<file path="src/rtl/switch_nport.sv">
`default_nettype none
// ============================================================================
// switch_nport : N-port packet switch, per-input FIFOs, per-output RR arbiters
// Revision     : 1.0
// ============================================================================
module switch_nport #(
  parameter int NUM_PORTS  = 4,
  parameter int DATA_WIDTH = 8,
  parameter int FIFO_DEPTH = 4
) (
  input  logic                            clk,
  input  logic                            rst_n,
  input  logic [NUM_PORTS-1:0]            i_in_valid,
  output logic [NUM_PORTS-1:0]            o_in_ready,
  input  logic [NUM_PORTS*NUM_PORTS-1:0]  i_in_source,
  input  logic [NUM_PORTS*NUM_PORTS-1:0]  i_in_target,
  input  logic [NUM_PORTS*DATA_WIDTH-1:0] i_in_data,
  output logic [NUM_PORTS-1:0]            o_out_valid,
  input  logic [NUM_PORTS-1:0]            i_out_ready,
  output logic [NUM_PORTS*NUM_PORTS-1:0]  o_out_source,
  output logic [NUM_PORTS*NUM_PORTS-1:0]  o_out_target,
  output logic [NUM_PORTS*DATA_WIDTH-1:0] o_out_data,
  output logic [NUM_PORTS-1:0]            o_drop_pulse
);

  localparam int c_PW = $clog2(NUM_PORTS);
  localparam int c_AW = $clog2(FIFO_DEPTH);
  localparam int c_CW = c_AW + 1;

  logic [DATA_WIDTH-1:0] r_mem_data [NUM_PORTS][FIFO_DEPTH];
  logic [NUM_PORTS-1:0]  r_mem_src  [NUM_PORTS][FIFO_DEPTH];
  logic [NUM_PORTS-1:0]  r_mem_tgt  [NUM_PORTS][FIFO_DEPTH];
  logic [c_AW-1:0]       r_wptr     [NUM_PORTS];
  logic [c_AW-1:0]       r_rptr     [NUM_PORTS];
  logic [c_CW-1:0]       r_count    [NUM_PORTS];
  logic [c_PW-1:0]       r_rr       [NUM_PORTS];

  logic [NUM_PORTS-1:0]            r_out_valid;
  logic [NUM_PORTS*NUM_PORTS-1:0]  r_out_src;
  logic [NUM_PORTS*NUM_PORTS-1:0]  r_out_tgt;
  logic [NUM_PORTS*DATA_WIDTH-1:0] r_out_data;
  logic [NUM_PORTS-1:0]            r_drop;

  logic [NUM_PORTS-1:0]  w_full;
  logic [NUM_PORTS-1:0]  w_empty;
  logic [NUM_PORTS-1:0]  w_tgt_ok;
  logic [NUM_PORTS-1:0]  w_accept;
  logic [NUM_PORTS-1:0]  w_push;
  logic [NUM_PORTS-1:0]  w_pop;
  logic [NUM_PORTS-1:0]  w_ld;
  logic [NUM_PORTS-1:0]  w_gnt_vld;
  logic [c_PW-1:0]       w_gnt_idx  [NUM_PORTS];
  logic [DATA_WIDTH-1:0] w_head_data[NUM_PORTS];
  logic [NUM_PORTS-1:0]  w_head_src [NUM_PORTS];
  logic [NUM_PORTS-1:0]  w_head_tgt [NUM_PORTS];

  for (genvar gi = 0; gi < NUM_PORTS; gi++) begin : g_in
    logic [NUM_PORTS-1:0] w_tgt;
    assign w_tgt           = i_in_target[gi*NUM_PORTS +: NUM_PORTS];
    assign w_full[gi]      = (r_count[gi] == c_CW'(FIFO_DEPTH));
    assign w_empty[gi]     = (r_count[gi] == '0);
    // exactly one bit set: non-zero and clearing the lowest set bit leaves zero
    assign w_tgt_ok[gi]    = (w_tgt != '0) && ((w_tgt & (w_tgt - 1'b1)) == '0);
    assign o_in_ready[gi]  = rst_n & ~w_full[gi];
    assign w_accept[gi]    = i_in_valid[gi] & o_in_ready[gi];
    assign w_push[gi]      = w_accept[gi] & w_tgt_ok[gi];
    assign w_head_data[gi] = r_mem_data[gi][r_rptr[gi]];
    assign w_head_src[gi]  = r_mem_src[gi][r_rptr[gi]];
    assign w_head_tgt[gi]  = r_mem_tgt[gi][r_rptr[gi]];
  end

  for (genvar go = 0; go < NUM_PORTS; go++) begin : g_ld
    assign w_ld[go] = ~r_out_valid[go] | i_out_ready[go];
  end

  // Round-robin search per output, starting at the pointer and wrapping mod N.
  always_comb begin
    logic [c_PW:0] w_scan;
    w_scan    = '0;
    w_gnt_vld = '0;
    for (int o = 0; o < NUM_PORTS; o++) begin
      w_gnt_idx[o] = '0;
      for (int k = 0; k < NUM_PORTS; k++) begin
        w_scan = {1'b0, r_rr[o]} + (c_PW+1)'(k);
        if (w_scan >= (c_PW+1)'(NUM_PORTS)) begin
          w_scan = w_scan - (c_PW+1)'(NUM_PORTS);
        end
        if (w_ld[o] && !w_gnt_vld[o] && !w_empty[w_scan[c_PW-1:0]] &&
            w_head_tgt[w_scan[c_PW-1:0]][o]) begin
          w_gnt_vld[o] = 1'b1;
          w_gnt_idx[o] = w_scan[c_PW-1:0];
        end
      end
    end
  end

  always_comb begin
    w_pop = '0;
    for (int o = 0; o < NUM_PORTS; o++) begin
      if (w_gnt_vld[o]) begin
        w_pop[w_gnt_idx[o]] = 1'b1;
      end
    end
  end

  always_ff @(posedge clk) begin
    for (int i = 0; i < NUM_PORTS; i++) begin
      if (w_push[i]) begin
        r_mem_data[i][r_wptr[i]] <= i_in_data[i*DATA_WIDTH +: DATA_WIDTH];
        r_mem_src[i][r_wptr[i]]  <= i_in_source[i*NUM_PORTS +: NUM_PORTS];
        r_mem_tgt[i][r_wptr[i]]  <= i_in_target[i*NUM_PORTS +: NUM_PORTS];
      end
    end
  end

  always_ff @(posedge clk) begin
    if (!rst_n) begin
      for (int i = 0; i < NUM_PORTS; i++) begin
        r_wptr[i]  <= '0;
        r_rptr[i]  <= '0;
        r_count[i] <= '0;
        r_rr[i]    <= '0;
      end
      r_out_valid <= '0;
      r_out_src   <= '0;
      r_out_tgt   <= '0;
      r_out_data  <= '0;
      r_drop      <= '0;
    end else begin
      r_drop <= w_accept & ~w_tgt_ok;
      for (int i = 0; i < NUM_PORTS; i++) begin
        if (w_push[i]) begin
          r_wptr[i] <= r_wptr[i] + 1'b1;
        end
        if (w_pop[i]) begin
          r_rptr[i] <= r_rptr[i] + 1'b1;
        end
        case ({w_push[i], w_pop[i]})
          2'b10:   r_count[i] <= r_count[i] + 1'b1;
          2'b01:   r_count[i] <= r_count[i] - 1'b1;
          default: r_count[i] <= r_count[i];
        endcase
      end
      for (int o = 0; o < NUM_PORTS; o++) begin
        if (w_gnt_vld[o]) begin
          r_out_valid[o]                           <= 1'b1;
          r_out_data[o*DATA_WIDTH +: DATA_WIDTH]   <= w_head_data[w_gnt_idx[o]];
          r_out_src[o*NUM_PORTS +: NUM_PORTS]      <= w_head_src[w_gnt_idx[o]];
          r_out_tgt[o*NUM_PORTS +: NUM_PORTS]      <= w_head_tgt[w_gnt_idx[o]];
          r_rr[o] <= (w_gnt_idx[o] == c_PW'(NUM_PORTS-1)) ? '0 : w_gnt_idx[o] + 1'b1;
        end else if (w_ld[o]) begin
          r_out_valid[o] <= 1'b0;
        end
      end
    end
  end

  assign o_out_valid  = r_out_valid;
  assign o_out_source = r_out_src;
  assign o_out_target = r_out_tgt;
  assign o_out_data   = r_out_data;
  assign o_drop_pulse = r_drop;

endmodule
`default_nettype wire

</file>
<file path="config.mk">
export PLATFORM = sky130hd
export DESIGN_NAME = switch_nport
export DESIGN_NICKNAME = d
export VERILOG_FILES = /design/src/rtl/switch_nport.sv
export SDC_FILE = /design/constraint.sdc
export NUM_CORES = 1
export LEC_CHECK = 0
export CORE_ASPECT_RATIO = 1.25
export CORE_UTILIZATION = 53
export CTS_CLUSTER_DIAMETER = 30
export DETAILED_ROUTE_END_ITERATION = 16
export PLACE_DENSITY = 0.85
export SYNTH_ARGS = -nofsm -noshare
export SYNTH_HDL_FRONTEND = slang
export SYNTH_SLANG_ARGS = --single-unit
</file>
<file path="constraint.sdc">
create_clock -name clk -period 4.32 [get_ports clk]
set_input_delay 0.864 -clock clk [delete_from_list [all_inputs] [get_ports clk]]
set_output_delay 0.864 -clock clk [all_outputs]
set_load 0.1 [all_outputs]
</file>
==> impl_metrics.xml <==
<?xml version="1.0" encoding="UTF-8"?>
<metrics>
  <group name="setup_path">
    <metric name="worst_setup_path_start_kind" unit="">flip-flop</metric>
    <metric name="critPathMaxFanout" unit="">5</metric>
    <metric name="worstPathRequired" unit="ps">4670</metric>
    <metric name="crit_path_cell_trace" unit="">mux4_2 &gt; nand2_4 &gt; mux4_2 &gt; nor2_4 &gt; or3_1 &gt; a21o_1 &gt; ha_1 &gt; a22o_1 &gt; a211o_1 &gt; ha_2 &gt; nand2_1 &gt; fa_2 &gt; xor2_2 &gt; nor3_1 &gt; a21oi_1 &gt; nor2_1</metric>
    <metric name="crit_path_end_kind" unit="">flip-flop</metric>
    <metric name="setup_slack_of_the_worst_register_to_register_path" unit="ps">80</metric>
    <metric name="rr_startpoint" unit="">r_rptr[0][0]$_SDFFCE_PN0P_</metric>
    <metric name="cp_endpoint" unit="">r_count[0][2]$_SDFFCE_PN0P_</metric>
    <metric name="crit_path_category" unit="">flip-flop to flip-flop</metric>
    <metric name="max_stage_delay" unit="ps">660</metric>
    <metric name="worst_ep_arrival_time" unit="ps">4590</metric>
    <metric name="crit_path_top_delay_cell" unit="">sky130_fd_sc_hd__mux4_2</metric>
    <metric name="worstSetupStartpoint" unit="">r_rptr[0][0]$_SDFFCE_PN0P_</metric>
    <metric name="r2r_cells" unit="">16</metric>
    <metric name="reg2reg_end" unit="">r_count[0][2]$_SDFFCE_PN0P_</metric>
    <metric name="cp_common_cell" unit="">sky130_fd_sc_hd__mux4_2</metric>
  </group>
  <group name="sta">
    <metric name="fin_skew" unit="ps">51.0</metric>
    <metric name="finalWorstSetupSlack" unit="ps">80.0</metric>
    <metric name="slew_headroom" unit="%">30.8</metric>
    <metric name="final_period_minus_worst_setup_slack" unit="ps">4240</metric>
    <metric name="unrepaired_setup_endpoints_after_global_routing" unit="">true</metric>
    <metric name="maxClockFrequency" unit="MHz">236</metric>
    <metric name="final.period_utilization" unit="%">98.1</metric>
    <metric name="report.final.setup_viol" unit="">0</metric>
    <metric name="final-max-slew-violation-count" unit="">0</metric>
    <metric name="hold_violations" unit="">0</metric>
    <metric name="max_slew.worst_pin.slew" unit="ps">1030</metric>
  </group>
  <group name="route">
    <metric name="detailedRoute.firstIterationViolations" unit="">1752</metric>
    <metric name="drt-total-wl" unit="µm">58500</metric>
    <metric name="routed_wire_length_per_instance" unit="µm">24.1</metric>
    <metric name="drt_pre_antenna_iters" unit="">6</metric>
    <metric name="drtAntennaViolNets" unit="">0</metric>
    <metric name="route.vias.total" unit="">15800</metric>
    <metric name="vias_per_cell" unit="">6.51</metric>
    <metric name="drt_drc_violations_left" unit="">0</metric>
  </group>
  <group name="place">
    <metric name="buffer_ports.inserted" unit="">149</metric>
    <metric name="detailedPlace.worstSlack" unit="ps">-93.6</metric>
    <metric name="dpl_cell_area" unit="µm²">21400</metric>
    <metric name="finalWeightedCongestion" unit="">0.985</metric>
    <metric name="place.detailed.hpwl" unit="µm">40800</metric>
    <metric name="placed_cells" unit="">2291</metric>
  </group>
  <group name="yosys">
    <metric name="postSynth.topFlopCell" unit="">sky130_fd_sc_hd__edfxtp_1</metric>
    <metric name="postSynthRegisterBits" unit="">364</metric>
    <metric name="mappedNetlistNets" unit="">1783</metric>
    <metric name="synth_top_area_cell" unit="">sky130_fd_sc_hd__edfxtp_1</metric>
    <metric name="syn_avg_cell_area" unit="µm²">11.2</metric>
    <metric name="postSynthCellCount" unit="">1671</metric>
    <metric name="ys_warns" unit="">0</metric>
    <metric name="yosysTopAreaCellShare" unit="%">46.7</metric>
    <metric name="synth_edf_count" unit="">292</metric>
    <metric name="synth_async_sr_flop_share" unit="%">0</metric>
    <metric name="post_synth_num_cell_types" unit="">74</metric>
    <metric name="syn-cell-area" unit="µm²">18800</metric>
    <metric name="synth_seq_area_share" unit="%">54.3</metric>
    <metric name="main_area_contributors_after_synthesis" unit="">sky130_fd_sc_hd__edfxtp_1 47%, sky130_fd_sc_hd__dfxtp_1 7.7%, sky130_fd_sc_hd__mux4_2 7.0%</metric>
  </group>
  <group name="status">
    <metric name="outcome" unit="">complete, no violations</metric>
  </group>
  <group name="layout">
    <metric name="fin_area" unit="µm²">23800</metric>
    <metric name="fraction_of_layout_cells_with_a_size_suffix_above_1" unit="%">19.8</metric>
    <metric name="num_antenna_cells" unit="">0</metric>
    <metric name="final_net_count" unit="">2017</metric>
    <metric name="syn2layout_area_growth" unit="%">26.6</metric>
    <metric name="postLayoutCoreUtil" unit="%">68.5</metric>
    <metric name="fillerInstances" unit="">2372</metric>
    <metric name="final_cell_count_no_fill" unit="">2425</metric>
  </group>
  <group name="floorplan">
    <metric name="dieArea" unit="µm²">36200</metric>
    <metric name="die_width" unit="µm">170</metric>
    <metric name="num_io_pins" unit="">150</metric>
    <metric name="chipHeight" unit="µm">212</metric>
    <metric name="start_util" unit="%">54.1</metric>
    <metric name="num_rows" unit="">76</metric>
    <metric name="coreArea" unit="µm²">34700</metric>
  </group>
  <group name="clocking">
    <metric name="tritoncts.num_buffers" unit="">60</metric>
    <metric name="h-tree-depth" unit="">2</metric>
    <metric name="cts_buffer_depth" unit="">3</metric>
    <metric name="clock_latency" unit="ps">620</metric>
    <metric name="cts.clk_slew.worst_paths" unit="ps">60</metric>
    <metric name="cts_tree" unit="">yes</metric>
    <metric name="cts_num_sinks" unit="">364</metric>
    <metric name="cts-hold-fix-buffers" unit="">0</metric>
    <metric name="cts.root.buffer_cell" unit="">sky130_fd_sc_hd__clkbuf_16</metric>
  </group>
  <group name="grt">
    <metric name="via_count_of_the_first_global_routing_pass" unit="">15000</metric>
    <metric name="grt.total_usage" unit="%">32.1</metric>
    <metric name="grt_overflow" unit="">0</metric>
    <metric name="maximum_number_of_pins_on_one_net_before_global_route_repair" unit="">61</metric>
    <metric name="antenna_found_initial" unit="">1</metric>
    <metric name="grt_pass1_wl" unit="µm">87100</metric>
  </group>
  <group name="min_path">
    <metric name="timing.hold.worst.class" unit="">flip-flop to flip-flop</metric>
  </group>
  <group name="flow_run">
    <metric name="timing.max_cap.violations" unit="">0</metric>
  </group>
</metrics>
-- synthesized netlist by cell type (8+ instances only) --
library cell and n:
sky130_fd_sc_hd__edfxtp_1 292, sky130_fd_sc_hd__nand2_1 186, sky130_fd_sc_hd__nor2_1 129, sky130_fd_sc_hd__clkbuf_1 98
sky130_fd_sc_hd__o21ai_0 84, sky130_fd_sc_hd__a21oi_1 80, sky130_fd_sc_hd__nor3_1 78, sky130_fd_sc_hd__dfxtp_1 72
sky130_fd_sc_hd__mux4_2 58, sky130_fd_sc_hd__inv_1 45, sky130_fd_sc_hd__a31oi_1 41, sky130_fd_sc_hd__o211ai_1 41
sky130_fd_sc_hd__o22ai_1 40, sky130_fd_sc_hd__mux2i_1 37, sky130_fd_sc_hd__ha_1 35, sky130_fd_sc_hd__a211o_1 34
sky130_fd_sc_hd__and2_1 30, sky130_fd_sc_hd__nand3_1 26, sky130_fd_sc_hd__o2111ai_1 22, sky130_fd_sc_hd__or3_1 19
sky130_fd_sc_hd__a211oi_1 16, sky130_fd_sc_hd__nand2b_1 16, sky130_fd_sc_hd__mux2_2 14, sky130_fd_sc_hd__o21a_1 14
sky130_fd_sc_hd__buf_1 13, sky130_fd_sc_hd__nand4_1 12, sky130_fd_sc_hd__o32ai_1 9, sky130_fd_sc_hd__a32oi_1 8
-- flip-flops by register name, summed over array words and instances (netlist names) --
register      cells
r_mem_data      128
r_mem_src        64
r_mem_tgt        64
o_out_data       32
o_out_source     16
o_out_target     16
r_count          12
r_rptr            8
r_rr              8
r_wptr            8
o_drop_pulse      4
o_out_valid       4
-- routing by layer --
layer | wire length, µm | part of all wire [%] | GRT usage (%)
met3 | 5590 | 9.6 | 5.81
met5 | 0 | 0 | 0
met2 | 28200 | 48 | 53.6
met4 | 3250 | 5.6 | 16.7
met1 | 21500 | 37 | 39.9
-- worst max-delay path, delay by kind of cell (launching register included) --
kind	cells	cell delay, ps
simple gates	6	790
flops	1	470
fa+ha+maj	3	670
mux	2	940
compound gates	4	930
xor+xnor	1	160
-- placed cells by master (no fill, tap or decap), types with 40 or more instances in the layout --
cell type                         Yosys  layout
sky130_fd_sc_hd__clkbuf_16            0      61
sky130_fd_sc_hd__mux4_2              58      58
sky130_fd_sc_hd__dfxtp_1             72      72
sky130_fd_sc_hd__nor3_1              78      78
sky130_fd_sc_hd__edfxtp_1           292     292
sky130_fd_sc_hd__o21ai_0             84      81
sky130_fd_sc_hd__nor2_1             129     126
sky130_fd_sc_hd__clkdlybuf4s50_1      0     144
sky130_fd_sc_hd__o22ai_1             40      40
sky130_fd_sc_hd__o211ai_1            41      41
sky130_fd_sc_hd__a21oi_1             80      78
sky130_fd_sc_hd__nand2_1            186     184
sky130_fd_sc_hd__buf_4                3     142
sky130_fd_sc_hd__inv_1               45      44
-- how the worst min path moves through the flow --
| stage | startpoint | slack [ps] | end | cells after the start |
|---|---|---|---|---|
| 6_report | o_out_target[10]$_SDFFE_PN0N_ | 480 | o_out_target[10]$_SDFFE_PN0N_ | 2 |
| 4_1_cts | o_out_data[20]$_SDFFE_PN0N_ | 480 | o_out_data[20]$_SDFFE_PN0N_ | 2 |
| 2_1_floorplan | r_count[3][0]$_DFFE_PP_ | 570 | r_count[3][0]$_DFFE_PP_ | 1 |
| 3_3_place_gp | o_out_target[15]$_SDFFE_PN0N_ | 460 | o_out_target[15]$_SDFFE_PN0N_ | 2 |
| 3_5_place_dp | o_out_target[0]$_SDFFE_PN0N_ | 470 | o_out_target[0]$_SDFFE_PN0N_ | 2 |
| 5_1_grt | o_out_data[2]$_SDFFE_PN0N_ | 500 | o_out_data[2]$_SDFFE_PN0N_ | 1 |
-- cells by family after synthesis --
kind of cell    share of synthesized area (%)
flops                                    54.3
buf+inv                                  3.62
fa+ha+maj                                2.65
xor+xnor                                0.513
simple gates                             12.9
compound gates                           16.2
mux                                      9.76
-- through the flow --
stage               setup TNS, ps  hold slack (ps)
floorplan                       0              567
global placement                0              457
detailed placement           -143              469
CTS                             0              482
global route                -32.7              495
finish                          0              476
-- what timing repair did --
item | 4_1_cts | 5_1_grt
setup endpoints to repair | 10 | 13
resized for setup | 6 | 29
hold endpoints to repair | 0 | 0
pin swaps | 0 | 13
buffers inserted | 2 | 18
-- final cells by class --
| cell class | instances | area (µm²) | share of cell area, % |
|---|---|---|---|
| timing repair buffer | 295 | 2640 | 11.1 |
| sequential | 364 | 10200 | 42.9 |
| inverter | 49 | 184 | 0.774 |
| clock inverter | 48 | 495 | 2.08 |
| clock buffer | 66 | 1570 | 6.58 |
| multi-input combinational | 1135 | 8100 | 34.1 |
| tap | 468 | 586 | 2.46 |
Power is left out: the tool's default activity adds up to more than one toggle a clock period on the data nets, which glitch-free logic cannot reach.
